### src/rtl/div_unit_pkg.sv
// Shared constants, state encodings and helpers for the HI/LO divider.
package div_unit_pkg;

  localparam int RegBus = 32;

  localparam logic [RegBus-1:0] ZeroWord      = '0;
  // Quotient returned for any divide by zero, signed or unsigned.
  localparam logic [RegBus-1:0] DivByZeroQuot = '1;

  localparam logic DivResultReady    = 1'b1;
  localparam logic DivResultNotReady = 1'b0;

  typedef enum logic [1:0] {
    DivFree = 2'b00,
    DivOn   = 2'b01,
    DivEnd  = 2'b10
  } div_state_e;

  // Two's-complement negate when neg is set; used both to take operand
  // magnitudes and to restore result signs.
  function automatic logic [RegBus-1:0] cond_neg(input logic [RegBus-1:0] v,
                                                 input logic              neg);
    return neg ? (~v + 1'b1) : v;
  endfunction

endpackage

### src/rtl/div_unit_if.sv
// Request/result bundle between the execute stage and the divider.
interface div_unit_if;
  import div_unit_pkg::*;

  logic              start;
  logic              signed_div;
  logic [RegBus-1:0] dividend;
  logic [RegBus-1:0] divisor;
  logic              annul;
  logic              busy;
  logic              ready;
  logic [RegBus-1:0] hi_o;
  logic [RegBus-1:0] lo_o;

  modport master (
    output start, signed_div, dividend, divisor, annul,
    input  busy, ready, hi_o, lo_o
  );

  modport slave (
    input  start, signed_div, dividend, divisor, annul,
    output busy, ready, hi_o, lo_o
  );

endinterface

### src/rtl/div_unit.sv
// Multi-cycle restoring divider producing remainder (HI) and quotient (LO)
// for DIV/DIVU, one quotient bit per cycle on operand magnitudes.
//
//   state   | meaning
//   DivFree | idle, waiting for a start request
//   DivOn   | iterating, one quotient bit per cycle
//   DivEnd  | result presented on hi_o/lo_o, ready pulses
module div_unit
  import div_unit_pkg::*;
(
  input logic       cpu_clk_75M,
  input logic       cpu_rst,
  div_unit_if.slave div
);

  div_state_e          state_q;
  logic [5:0]          cnt_q;
  // Held pre-shifted: [64:32] is the partial remainder already shifted with
  // the next dividend bit, [31:1] the remaining dividend bits followed by
  // quotient bits, [0] the empty slot for this cycle's quotient bit.
  logic [2*RegBus:0]   rq_q;
  logic [2*RegBus:0]   rq_d;
  logic [RegBus-1:0]   dvs_q;
  logic [RegBus-1:0]   hi_q;
  logic [RegBus-1:0]   lo_q;
  logic                neg_rem_q;
  logic                neg_quo_q;

  logic                op_neg_dvd;
  logic                op_neg_dvs;
  logic [RegBus-1:0]   dvd_mag;
  logic [RegBus-1:0]   dvs_mag;
  logic [RegBus:0]     trial;
  logic                ge;
  logic [RegBus-1:0]   rem_nx;
  logic [2*RegBus-1:0] unsh;

  // Operand sign detection and magnitudes at request time.
  always_comb begin
    op_neg_dvd = div.signed_div & div.dividend[RegBus-1];
    op_neg_dvs = div.signed_div & div.divisor[RegBus-1];
    dvd_mag    = cond_neg(div.dividend, op_neg_dvd);
    dvs_mag    = cond_neg(div.divisor, op_neg_dvs);
  end

  // One restoring step: 33-bit trial subtract, keep or restore, then
  // pre-shift for the next iteration.
  always_comb begin
    trial  = rq_q[2*RegBus:RegBus] - {1'b0, dvs_q};
    ge     = ~trial[RegBus];
    // A kept difference is always below the divisor, so its top bit is zero.
    rem_nx = ge ? trial[RegBus-1:0] : rq_q[2*RegBus-1:RegBus];
    unsh   = {rem_nx, rq_q[RegBus-1:1], rq_q[0] | ge};
    rq_d   = {unsh, 1'b0};
  end

  // Controller and datapath registers; sign fix-up is applied on the last
  // iteration so hi/lo are final when DivEnd is entered.
  always_ff @(posedge cpu_clk_75M or posedge cpu_rst) begin
    if (cpu_rst) begin
      state_q   <= DivFree;
      cnt_q     <= '0;
      rq_q      <= '0;
      dvs_q     <= ZeroWord;
      hi_q      <= ZeroWord;
      lo_q      <= ZeroWord;
      neg_rem_q <= 1'b0;
      neg_quo_q <= 1'b0;
    end else begin
      case (state_q)
        DivFree: begin
          if (div.start && !div.annul) begin
            if (div.divisor == ZeroWord) begin
              hi_q    <= div.dividend;
              lo_q    <= DivByZeroQuot;
              state_q <= DivEnd;
            end else begin
              rq_q      <= {ZeroWord, dvd_mag, 1'b0};
              dvs_q     <= dvs_mag;
              neg_rem_q <= op_neg_dvd;
              neg_quo_q <= op_neg_dvd ^ op_neg_dvs;
              cnt_q     <= '0;
              state_q   <= DivOn;
            end
          end
        end
        DivOn: begin
          if (div.annul) begin
            state_q <= DivFree;
          end else begin
            rq_q  <= rq_d;
            cnt_q <= cnt_q + 6'd1;
            if (cnt_q == 6'd31) begin
              hi_q    <= cond_neg(unsh[2*RegBus-1:RegBus], neg_rem_q);
              lo_q    <= cond_neg(unsh[RegBus-1:0], neg_quo_q);
              state_q <= DivEnd;
            end
          end
        end
        DivEnd:  state_q <= DivFree;
        default: state_q <= DivFree;
      endcase
    end
  end

  // Status decode; ready is suppressed by annul so a flushed op never
  // writes HILO.
  assign div.busy  = (state_q != DivFree);
  assign div.ready = (state_q == DivEnd && !div.annul) ? DivResultReady
                                                       : DivResultNotReady;
  assign div.hi_o  = hi_q;
  assign div.lo_o  = lo_q;

endmodule

### src/flat_wrapper.sv
// flat-port wrapper written by rule: the top's interface ports become plain ports
module div_unit_flat import div_unit_pkg::*;
  (cpu_clk_75M, cpu_rst, div_start, div_signed_div, div_dividend, div_divisor, div_annul, div_busy, div_ready, div_hi_o, div_lo_o);
  div_unit_if div_i ();
  input logic cpu_clk_75M;
  input logic cpu_rst;
  input wire logic [$bits(div_i.start)-1:0] div_start;
  input wire logic [$bits(div_i.signed_div)-1:0] div_signed_div;
  input wire logic [$bits(div_i.dividend)-1:0] div_dividend;
  input wire logic [$bits(div_i.divisor)-1:0] div_divisor;
  input wire logic [$bits(div_i.annul)-1:0] div_annul;
  output wire logic [$bits(div_i.busy)-1:0] div_busy;
  output wire logic [$bits(div_i.ready)-1:0] div_ready;
  output wire logic [$bits(div_i.hi_o)-1:0] div_hi_o;
  output wire logic [$bits(div_i.lo_o)-1:0] div_lo_o;
  assign div_i.start = div_start;
  assign div_i.signed_div = div_signed_div;
  assign div_i.dividend = div_dividend;
  assign div_i.divisor = div_divisor;
  assign div_i.annul = div_annul;
  assign div_busy = div_i.busy;
  assign div_ready = div_i.ready;
  assign div_hi_o = div_i.hi_o;
  assign div_lo_o = div_i.lo_o;
  div_unit u_core (.cpu_clk_75M(cpu_clk_75M), .cpu_rst(cpu_rst), .div(div_i));
endmodule
### config.mk
export PLATFORM = sky130hd
export DESIGN_NAME = div_unit_flat
export DESIGN_NICKNAME = d
export VERILOG_FILES = /design/src/rtl/div_unit_pkg.sv /design/src/rtl/div_unit_if.sv /design/src/rtl/div_unit.sv /design/src/flat_wrapper.sv
export SDC_FILE = /design/constraint.sdc
export NUM_CORES = 1
export LEC_CHECK = 0
export ABC_AREA = 1
export CAP_MARGIN = 15
export CORE_ASPECT_RATIO = 0.75
export CORE_MARGIN = 2
export CORE_UTILIZATION = 40
export DETAILED_ROUTE_END_ITERATION = 10
export PLACE_DENSITY_LB_ADDON = 0.25
export SLEW_MARGIN = 20
export SYNTH_ARGS = -nofsm -noshare
export SYNTH_HDL_FRONTEND = slang
export SYNTH_SLANG_ARGS = --single-unit
### constraint.sdc
create_clock -name cpu_clk_75M -period 5.65 [get_ports cpu_clk_75M]
set_input_delay 0.565 -clock cpu_clk_75M [delete_from_list [all_inputs] [get_ports cpu_clk_75M]]
set_output_delay 0.565 -clock cpu_clk_75M [all_outputs]
set_load 0.02 [all_outputs]
==> metrics.cfg <==
[outcome]
run_status=finished, final reports clean

[synthesis]
synth.cell_area_sq_um=13400
synthesis.nets=2219
sequential_share_of_the_synthesized_area=0.317
synth_edf_count=0
synth-seq-cells=170
mapped_avg_cell_area_sq_um=6.35
asyncSetResetFlopFracSynth=1.00
syn_inst=2112
ys.flop_type=dfrtp_1
post_synth_num_cell_types=52
yosys_warnings=0

[sta]
fmax_mhz=200
min_period_over_period=0.885
final_max_slew_viol_count=0
setup_tns_ps=0
relSlewSlack=0.325
grt_setup_unrepaired=no
finalSetupViolations=0
worst-slew-pin-transition_ps=1010
report.final.hold_viol_count=0
period_needed_ps=5000
finClkSkew_ps=17.2

[cts]
clock_tree.htree_level_count=4
tritoncts_sink_count=170
cts_buffer_depth=2
cts.root.buffer_cell=clkbuf_16
tritoncts.num_buffers=17
cts-hold-fix-buffers=0
path_clk_slew_ps=70
cts_resized=0
cts_tree=built
clk-insertion-delay-late_ps=460
post_cts_buffers=0

[route]
final_antenna_net_count=0
wirelength_um=44200
vias_per_cell=5.20
firstDrtPassIters=8
dr_total_vias=13900
detail_route.wl_per_cell_um=16.6
route.detailed.drc=0
detail_route.iter0.violations=1458

[worst_hold_path]
timing.hold.worst.class=flip-flop to flip-flop

[placement]
place.detailed.hpwl_um=34400
placed_cells=2640
port_buffers=134
globalplace.congestion=0.941

[floorplan]
core_area_sq_um=33200
rows=58
die_outline_area_sq_um=35000
pin_count=135
initial_utilization=0.403
fp.dieW_um=215
chipHeight_um=163

[global_routing]
global_route.overflow_total=0
wire_length_of_the_first_global_routing_pass_um=69800
grt_start_max_net_pins=94
initial_antenna_violation_count=0
total_routing_usage_gr=0.255
first_global_vias=12800

[power]
leakage_nw=7.91
power_per_cell_area_nw_per_um2=720
ir_worst_vdd_uv=380

[cells_and_area]
post_layout_nonfiller_instances=2672
multi_input_area_sq_um=7730
drive_above_1_share=0.0558
synthToLayoutAreaGrowth_pct=17.4
most-common-layout-cells=nand2_1, inv_1, nor2_1
mostFrequentLayoutCell=nand2_1
fillCellCount=3451
seqCellArea_sq_um=4250
num-nets-final=2316
num_antenna_cells=0

[critical_path]
worst-path-max-fanout=31
timing.critical_path.from_type=flip-flop
crit_required_ps=5980
category_of_the_worst_setup_path_capture_point=flip-flop
timing.setup.critical_path_class=flip-flop to flip-flop
critical_path_arrival_ps=5340

[run]
max-cap-violations=0

==> path summary, 6_finish.rpt <==
path,start,endpoint,slack (ps),depth (start not counted)
worst max register to register,u_core.dvs_q[0]$_DFFE_PP0P_,u_core.div.lo_o[28]$_DFFE_PP0P_,650,27
min in group asynchronous,cpu_rst,u_core.div.hi_o[0]$_DFFE_PP0P_,630,2
worst max-delay path,u_core.dvs_q[0]$_DFFE_PP0P_,u_core.div.lo_o[28]$_DFFE_PP0P_,650,27
worst min-delay path,u_core.div.hi_o[16]$_DFFE_PP0P_,u_core.div.hi_o[16]$_DFFE_PP0P_,480,2
worst min register to register,u_core.div.hi_o[16]$_DFFE_PP0P_,u_core.div.hi_o[16]$_DFFE_PP0P_,480,2
max in group asynchronous,cpu_rst,u_core.rq_q[26]$_DFFE_PP0P_,4050,3
==> metrics by stage <==
stage	power [mW]	worst slack, ps	util	cell area (sq um)	hold slack [ps]
finish	11.3	649	0.473	15700	482
global route	12.4	129	0.473	15700	497
CTS	11.3	800	0.473	15700	484
detailed placement	9.95	805	0.455	15100	464
global placement	9.89	960	0.455	15100	465
floorplan	7.76	482	-	13400	453
==> cell usage after synthesis (all sizes together), types with 5 or more instances <==
library cell    n  area share
a21oi          75       0.030
nand2         733        0.21
buf            18       0.010
o31ai           6      0.0034
nand3b          8      0.0045
clkbuf         51       0.014
inv           297       0.083
a31oi          17      0.0079
o221ai         15      0.0098
xnor2          13      0.0085
nand3         154       0.061
or2             5      0.0023
xor2           44       0.029
nor4            8      0.0037
o211ai         13      0.0073
nor3           29       0.012
ha             37       0.035
nor2          221       0.066
o21ai         146       0.055
dfrtp         170        0.32
nand4          22       0.010
o22ai          13      0.0061
==> flip-flops by register name, indices dropped and copies added (netlist names) <==
| register | flops |
|---|---|
| u_core.div.lo_o | 32 |
| u_core.dvs_q | 32 |
| u_core.neg_rem_q | 1 |
| u_core.rq_q | 64 |
| u_core.state_q | 2 |
| u_core.div.hi_o | 32 |
| u_core.neg_quo_q | 1 |
| u_core.cnt_q | 6 |
==> worst max-delay path, cell delays in order (launching register included) <==
cell,delay [ps]
dfrtp_1,390
ha_1,230
fa_1,410
inv_1,110
nand2_1,60
nand2_1,70
nand3_1,80
nand2_2,130
nand2_2,70
nand2_2,90
nand2_4,80
nand2_4,100
nand2_4,100
nand2_4,330
ha_1,240
inv_1,60
nor3_2,160
nand2_1,140
nor3_2,230
nand3_1,150
nor3_2,320
nand4_1,210
nor3_1,390
nand2_1,160
nand2_1,120
o21ai_0,120
o31ai_1,250
nand2_1,70
==> report_power, final <==
| group | switching, mW | internal [mW] | leakage, nW |
|---|---|---|---|
| clock network | 0.566 | 0.707 | 0.298 |
| logic | 5.33 | 2.54 | 5.52 |
| registers | 0.423 | 1.76 | 2.09 |
| total | 6.32 | 5.01 | 7.91 |
==> per-layer routing <==
layer,track usage,share of wire,vias up
met2,0.360,0.40,514
met3,0.0562,0.086,52
li1,-,-,6931
met5,0,0,-
met4,0.0555,0.015,0
met1,0.393,0.50,6406
==> kinds of logic (layout without fill, tap and decap cells) <==
group | after synthesis | count (layout) | synth area share
DFF | 170 | 170 | 0.317
adders and majority gates | 38 | 38 | 0.0360
xor gates and xnor gates | 57 | 57 | 0.0372
AOI/OAI and AO/OA | 296 | 296 | 0.127
buffers and inverters | 366 | 476 | 0.107
and+or+nand+nor | 1185 | 1185 | 0.375
==> cell type report <==
type                    count  share of cell area
multi-input cells        1576               0.491
clock buffers              18              0.0273
well taps                 450              0.0358
clock inverters            14              0.0117
inverters                 297              0.0712
flip-flops and latches    170               0.270
repair buffers            147              0.0922
Power figures use the tool's default switching activity.
